## config.mk

```make
export PLATFORM = sky130hd
export DESIGN_NAME = wb_scoreboard
export DESIGN_NICKNAME = d
export VERILOG_FILES = /design/src/rtl/wb_scoreboard.sv
export SDC_FILE = /design/constraint.sdc
export NUM_CORES = 1
export LEC_CHECK = 0
export ABC_AREA = 1
export CORE_MARGIN = 2
export CORE_UTILIZATION = 40
export CTS_CLUSTER_SIZE = 20
export DETAILED_ROUTE_END_ITERATION = 6
export PLACE_DENSITY = 0.56
export SLEW_MARGIN = 20
export SYNTH_ARGS = -nofsm -noshare
export SYNTH_HDL_FRONTEND = slang
export SYNTH_SLANG_ARGS = --single-unit
```

## constraint.sdc

```tcl
create_clock -name clk -period 8.05 [get_ports clk]
set_input_delay 0.805 -clock clk [delete_from_list [all_inputs] [get_ports clk]]
set_output_delay 0.805 -clock clk [all_outputs]
set_load 0.05 [all_outputs]
```

## src/rtl/wb_scoreboard.sv

```systemverilog
// Long-latency writeback scoreboard: per-register pending-write counters.
// Ports: clk/rst_n, issue_*, exu_wb_*, rs1/rs2/rd query, flush, outstanding, sb_err.
module wb_scoreboard #(
  parameter int CNT_W = 2,
  parameter int TOT_W = 6
) (
  input  logic             clk,
  input  logic             rst_n,
  input  logic             issue_valid,
  input  logic [4:0]       issue_rd_addr,
  output logic             issue_ready,
  input  logic             exu_wb_rd_wr_en,
  input  logic [4:0]       exu_wb_rd_addr,
  input  logic [4:0]       rs1_addr,
  input  logic [4:0]       rs2_addr,
  input  logic [4:0]       rd_addr,
  output logic             rs1_busy,
  output logic             rs2_busy,
  output logic             rd_busy,
  input  logic             flush,
  output logic [TOT_W-1:0] outstanding,
  output logic             sb_err
);

  localparam logic [CNT_W-1:0] CNT_MAX = '1;
  localparam logic [TOT_W-1:0] TOT_MAX = '1;

  logic [CNT_W-1:0] cnt_q [32];
  logic [CNT_W-1:0] cnt_d [32];
  logic [TOT_W-1:0] tot_q, tot_d;
  logic             err_q, err_d;

  logic wb_hit, wb_dec, wb_bad;
  logic iss_full, tot_full, iss_acc;

  function automatic logic busy_f(
    input logic [CNT_W-1:0] c,
    input logic             byp
  );
    return (c - CNT_W'(byp)) != '0;
  endfunction

  always_comb begin
    wb_hit = exu_wb_rd_wr_en && (exu_wb_rd_addr != 5'd0);
    wb_dec = wb_hit && (cnt_q[exu_wb_rd_addr] != '0);
    wb_bad = wb_hit && (cnt_q[exu_wb_rd_addr] == '0);
  end

  // A retiring writeback frees a slot in the same cycle
  always_comb begin
    iss_full = (cnt_q[issue_rd_addr] == CNT_MAX)
             && !(wb_dec && (exu_wb_rd_addr == issue_rd_addr));
    tot_full = (tot_q == TOT_MAX) && !wb_dec;
    issue_ready = !(iss_full || tot_full);
    iss_acc = issue_valid && issue_ready
            && (issue_rd_addr != 5'd0);
  end

  // Same-cycle writeback bypasses the hazard
  assign rs1_busy = busy_f(cnt_q[rs1_addr],
    wb_dec && (exu_wb_rd_addr == rs1_addr));
  assign rs2_busy = busy_f(cnt_q[rs2_addr],
    wb_dec && (exu_wb_rd_addr == rs2_addr));
  assign rd_busy  = busy_f(cnt_q[rd_addr],
    wb_dec && (exu_wb_rd_addr == rd_addr));

  assign outstanding = tot_q;
  assign sb_err      = err_q;

  always_comb begin
    cnt_d[0] = '0;
    for (int i = 1; i < 32; i++) begin
      logic inc, dec;
      inc = iss_acc && (issue_rd_addr == 5'(i));
      dec = wb_dec && (exu_wb_rd_addr == 5'(i));
      cnt_d[i] = cnt_q[i];
      if (flush)
        cnt_d[i] = '0;
      else if (inc && !dec)
        cnt_d[i] = cnt_q[i] + CNT_W'(1);
      else if (dec && !inc)
        cnt_d[i] = cnt_q[i] - CNT_W'(1);
    end
  end

  always_comb begin
    tot_d = tot_q;
    if (flush)
      tot_d = '0;
    else if (iss_acc && !wb_dec)
      tot_d = tot_q + TOT_W'(1);
    else if (wb_dec && !iss_acc)
      tot_d = tot_q - TOT_W'(1);
    err_d = err_q | wb_bad;
  end

  always_ff @(posedge clk or negedge rst_n) begin
    if (!rst_n) begin
      for (int i = 0; i < 32; i++)
        cnt_q[i] <= '0;
      tot_q <= '0;
      err_q <= 1'b0;
    end else begin
      for (int i = 0; i < 32; i++)
        cnt_q[i] <= cnt_d[i];
      tot_q <= tot_d;
      err_q <= err_d;
    end
  end

endmodule

```

## Word-level counts from Yosys, hierarchy flattened

Index checks and enable logic that the tools add are counted.

| cells by class | value |
|---|---|
| reduce and logical (&&, ||, !) cells | 243 |
| multiplexer cells | 111 |
| bitwise logic cells | 6 |
| $lt $le $gt $ge | 5 |
| add/sub/neg operators | 67 |
| eq/ne operators | 68 |

Operators by type and width:

| operator | count |
|---|---|
| $mux 2 | 103 |
| $eq 5x5->1 const B | 32 |
| $logic_and 1x1->1 | 137 |
| $reduce_bool 3->1 | 32 |
| $eq 5x4->1 const B | 16 |
| $logic_not 1->1 | 66 |
| $add 2x1->2 const B | 31 |
| $sub 2x1->2 const B | 31 |
| $bmux 2 s5 | 5 |
| $eq 5x3->1 const B | 8 |
| $ge 6x6->1 const B | 5 |
| $not 5->6 | 5 |
| $eq 5x2->1 const B | 4 |
| $eq 5x5->1 | 4 |
| $mux 6 | 3 |
| $eq 5x1->1 const B | 2 |
| $reduce_bool 5->1 | 2 |
| $reduce_bool 2->1 | 4 |
| $add 6x1->6 const B | 1 |
| $eq 6x6->1 const B | 1 |
| $sub 2x1->2 | 3 |
| $sub 6x1->6 const B | 1 |
| $eq 2x2->1 const B | 1 |
| $logic_not 2->1 | 1 |
| 2 further kinds | 2 |

| word-level totals | value |
|---|---|
| output and inout bits | 11 |
| input bits | 30 |
| word-level logic and storage cells | 533 |
| register bits after elaboration | 69 |

## Depth between registers and ports, before layout

| logic depth | value |
|---|---|
| depth in word-level cells | 19 |
| gate-level depth with buffers | 26 |
| mapped depth without buffers | 24 |

## Least setup slack after synthesis

No wires, ideal clock.

| path | value |
|---|---|
| kind | input-to-output |
| start point | input rs2_addr[0] |
| end point | output rs2_busy |
| cell stages on the path | 9 |
| setup slack | 4616 ps |
| data arrival time | 2629 ps |
| buffers on the path | 2 |
| required time | 7245 ps |
| cells stage by stage | inv_1 > clkbuf_1 > clkbuf_1 > o21ai_0 > o21ai_0 > nand3_1 > nand2_1 > inv_1 > o211ai_1 |

| between the ends | value |
|---|---|
| cells in the longest elaborated chain, start to end | 6 |
| elaborated cells between the ends (all ways) | 8 |
| classes of those cells | add/sub: 1; eq/ne: 1; mux: 3; bitwise: 1; reduce/logical: 2 |

Ends and longest elaborated chain:

| what | line | source |
|---|---|---|
| from (decl) | 15 | `input logic [4:0] rs2_addr,` |
| $not 5->6 (not written as such) | 62 | `assign rs2_busy = busy_f(cnt_q[rs2_addr],` |
| $bmux 2 s5 | 62 |  |
| $mux 2 (not written as such) (2 in series) | 62 |  |
| $sub 2x1->2 (*) | 40 | `return (c - CNT_W'(byp)) != '0;` |
| $reduce_bool 2->1 (*) | 40 |  |
| to (decl) | 18 | `output logic rs2_busy,` |

Mark *: on every way between the ends. The rest lies on a longest branch, timed or not. The select of a mux whose other input is x is not followed.

## Worst setup path in the final report

| path | value |
|---|---|
| start point | input rd_addr[0] |
| end point | output rd_busy |

| between the ends | value |
|---|---|
| cells in the longest elaborated chain, start to end | 6 |
| elaborated cells between the ends (all ways) | 8 |
| classes of those cells | add/sub: 1; eq/ne: 1; mux: 3; bitwise: 1; reduce/logical: 2 |

Ends and longest elaborated chain:

| what | line | source |
|---|---|---|
| from (decl) | 16 | `input logic [4:0] rd_addr,` |
| $not 5->6 (not written as such) | 64 | `assign rd_busy = busy_f(cnt_q[rd_addr],` |
| $bmux 2 s5 | 64 |  |
| $mux 2 (not written as such) (2 in series) | 64 |  |
| $sub 2x1->2 (*) | 40 |  |
| $reduce_bool 2->1 (*) | 40 |  |
| to (decl) | 19 | `output logic rd_busy,` |

Marks and branches as above.

==> impl_metrics.env <==
export IMPL_outcome="finished clean"
export IMPL_vias=9989
export IMPL_slowest_stage="clkdlybuf4s50_1"
export IMPL_ir_worst_vdd_v=0.0001112
export IMPL_placed_cell_area_sq_um=8932
export IMPL_core_sq_um=21020
export IMPL_cts_buffers=9
export IMPL_maxCapViolCount=0
export IMPL_crit_path_end="rd_busy"
export IMPL_post_cts_resized=0
export IMPL_synth_warnings=0
export IMPL_gp_congestion=1.063
export IMPL_rsz0062_at_grt="false"
export IMPL_worstPathCellList="clkdlybuf4s50_1, clkinv_1, o21ai_0, a21oi_1, o21ai_0, nand3_1, nand3_1, o21ai_0, xnor2_1, o211ai_1, clkdlybuf4s50_1"
export IMPL_insertedDiodeCount=0
export IMPL_slew_viol_final=0
export IMPL_synth_seq_cells=69
export IMPL_dieWidth_um=150.4
export IMPL_fin_crit_ns=5.791
export IMPL_pre_cts_ws_ns=2.306
export IMPL_tns_ns=0
export IMPL_routed_wl_um=33190
export IMPL_path_max_fanout=36
export IMPL_power_density_nw_per_um2=159.5
export IMPL_synth_top_area_share_pct=20.15
export IMPL_ant_nets=0
export IMPL_syn_inst=1510
export IMPL_grt_max_degree=70
export IMPL_synth_flop_cell="dfrtp_1"
export IMPL_rrSetupSlack_ns=4.13
export IMPL_tritoncts="yes"
export IMPL_grtUsageTotal_pct=29.86
export IMPL_synth_edff_count=0
export IMPL_hold_violations=0
export IMPL_fin_nets=1518
export IMPL_setup_violations=0
export IMPL_synth_area_top_cells="dfrtp_1 (20%), nand2_1 (18%), nand3_1 (9.9%)"
export IMPL_avgSynthCellArea_sq_um=5.675
export IMPL_grt_antenna_before_repair=0
export IMPL_grt_first_pass_wirelength_um=51420
export IMPL_die_h_um=150.4
export IMPL_worstPathArrival_ns=4.99
export IMPL_first_pass_iters=5
export IMPL_async_flop_share_pct=100.0
export IMPL_rr_startpoint="cnt_q[27]"
export IMPL_crit_path_start="rd_addr[0]"
export IMPL_die_area_sq_um=22610
export IMPL_fin_crit_sh_pct=71.93
export IMPL_max_freq_mhz=172.7
export IMPL_max_stage_delay_ns=1.09
export IMPL_clkLatencyLatePin_ns=0.36
export IMPL_grt_overflow_total=0
export IMPL_r2r_end="outstanding[5]"
export IMPL_clockRootBuffer="clkbuf_16"
export IMPL_clockBufferDepth=2
export IMPL_cts_setup_buffers=0
export IMPL_initial_core_util_pct=40.77
export IMPL_clk_pin_slew_ns=0.06
export IMPL_drc=0
export IMPL_syn_nets=1546
export IMPL_htreeDepth=3
export IMPL_path_common_cell="o21ai_0"
export IMPL_synthesis_area_sq_um=8569
export IMPL_reg2regPathDepth=23
export IMPL_max_slew_margin_rel_pct=35.00
export IMPL_crit_type="input port to output port"
export IMPL_hold_class="flop to flop"
export IMPL_yosysSeqAreaShare_pct=20.15
export IMPL_first_global_vias=8906
export IMPL_clock_skew_ns=0.007041
export IMPL_drive_gt1_share_pct=6.456
export IMPL_postCtsHoldBufs=0
export IMPL_num_io_pins=41
export IMPL_leakagePower_nw=4.128
export IMPL_cts_sinks=69
export IMPL_final_area_sq_um=9291
export IMPL_wl_per_cell_um=18.84
export IMPL_portBuffers=40
export IMPL_syn_to_final_growth_pct=8.425
export IMPL_worstPathRequired_ns=7.24
export IMPL_drt_iter0_drc=1030
export IMPL_start_kind="input port"
export IMPL_end_kind="output port"
export IMPL_viasPerCell=5.669
export IMPL_finalWorstSetupSlack_ns=2.259
export IMPL_core_rowCount=53
export IMPL_tightest_slew_ns=0.9720
export IMPL_synthDistinctLibCells=46
export IMPL_hpwl_um=24850
export IMPL_yosys_area_top_type="dfrtp_1"
per-layer routing:
metal  part of all wire, %  vias up  global-route usage (%)
li1                      -     4912                       -
met2                    44      418                   45.41
met4                   4.0        0                   11.89
met5                     0        -                       0
met3                   7.7       68                   4.818
met1                    44     4591                   42.09
worst min-delay path by stage:
stage / start / endpoint / slack, ns / depth (start not counted)
2_1_floorplan: cnt_q[28] / cnt_q[28] / 0.48 / 2
3_3_place_gp: sb_err / sb_err / 0.46 / 1
3_5_place_dp: sb_err / sb_err / 0.48 / 1
4_1_cts: sb_err / sb_err / 0.49 / 1
5_1_grt: sb_err / sb_err / 0.51 / 1
6_report: sb_err / sb_err / 0.48 / 1
Yosys cell counts, types with 4 or more instances:
library cell / n
a21oi_1: 112
a221oi_1: 5
a31oi_1: 4
and3_1: 11
buf_1: 8
buf_2: 16
buf_6: 5
clkbuf_1: 50
dfrtp_1: 69
ha_1: 5
inv_1: 138
inv_2: 20
nand2_1: 417
nand2_2: 14
nand2_4: 5
nand3_1: 169
nand3_2: 4
nand3b_1: 12
nand4_1: 34
nor2_1: 133
nor2_2: 10
nor2_4: 8
nor3_1: 7
o211ai_1: 8
o21ai_0: 153
o21ai_1: 30
o22ai_1: 8
xnor2_1: 11
xor2_1: 15
through the flow:
stage | cells | hold slack (ns) | power (mW) | utilization, %
2_1_floorplan | 1510 | 0.4848 | 0.8165 | -
3_3_place_gp | 1746 | 0.4631 | 0.9790 | 42.49
3_5_place_dp | 1746 | 0.4791 | 0.9805 | 42.49
4_1_cts | 1762 | 0.4928 | 1.478 | 44.20
5_1_grt | 1762 | 0.5136 | 1.562 | 44.20
6_report | 1762 | 0.4820 | 1.482 | 44.20
cells by family (layout without fill, tap and decap cells):
logic type | count (synthesis) | count (layout) | synth area share [%]
adders and majority gates | 6 | 6 | 0.9637
AOI/OAI and AO/OA | 331 | 331 | 20.50
and+or+nand+nor | 830 | 830 | 43.66
xor gates and xnor gates | 26 | 26 | 2.657
buffers and inverters | 248 | 225 | 12.07
DFF | 69 | 69 | 20.15
flip-flops by register name (all words and copies together) (netlist names):
signal / count
outstanding: 6
cnt_q: 62
sb_err: 1
worst max-delay path: cells and delay by family:
| kind | cells | cell delay [ns] |
|---|---|---|
| AOI/OAI and AO/OA | 5 | 0.91 |
| xor gates and xnor gates | 1 | 0.16 |
| buffers and inverters | 3 | 2.88 |
| and+or+nand+nor | 2 | 0.22 |
layout make-up:
cell class	instances	area, sq um
multi-input combinational	1193	5808
tap	275	344.1
sequential	69	1727
inverter	164	623.1
clock buffer	11	252.7
timing repair buffer	45	430.4
clock inverter	5	106.4
fill	2256	11730
placed cells by master, fill, tap and decap left out, types with 6 or more instances in the layout:
| master | n |
|---|---|
| buf_4 | 6 |
| o211ai_1 | 8 |
| inv_1 | 138 |
| o21ai_0 | 153 |
| nand2_1 | 417 |
| nor2_2 | 10 |
| dfrtp_1 | 69 |
| nor3_1 | 7 |
| and3_1 | 11 |
| nand3b_1 | 12 |
| o21ai_1 | 30 |
| a21oi_1 | 112 |
| nand3_1 | 169 |
| xor2_1 | 15 |
| xnor2_1 | 11 |
| nor2_1 | 133 |
| nand2_2 | 14 |
| o22ai_1 | 8 |
| inv_2 | 20 |
| clkdlybuf4s50_1 | 38 |
| nand4_1 | 34 |
| nor2_4 | 8 |
| clkbuf_16 | 9 |
power breakdown:
part	internal (mW)	switching, mW	leakage, nW
Sequential	0.385	0.0886	0.922
Combinational	0.176	0.334	3.03
Clock	0.321	0.177	0.172
Note: power is estimated with default switching activity, not from simulation.
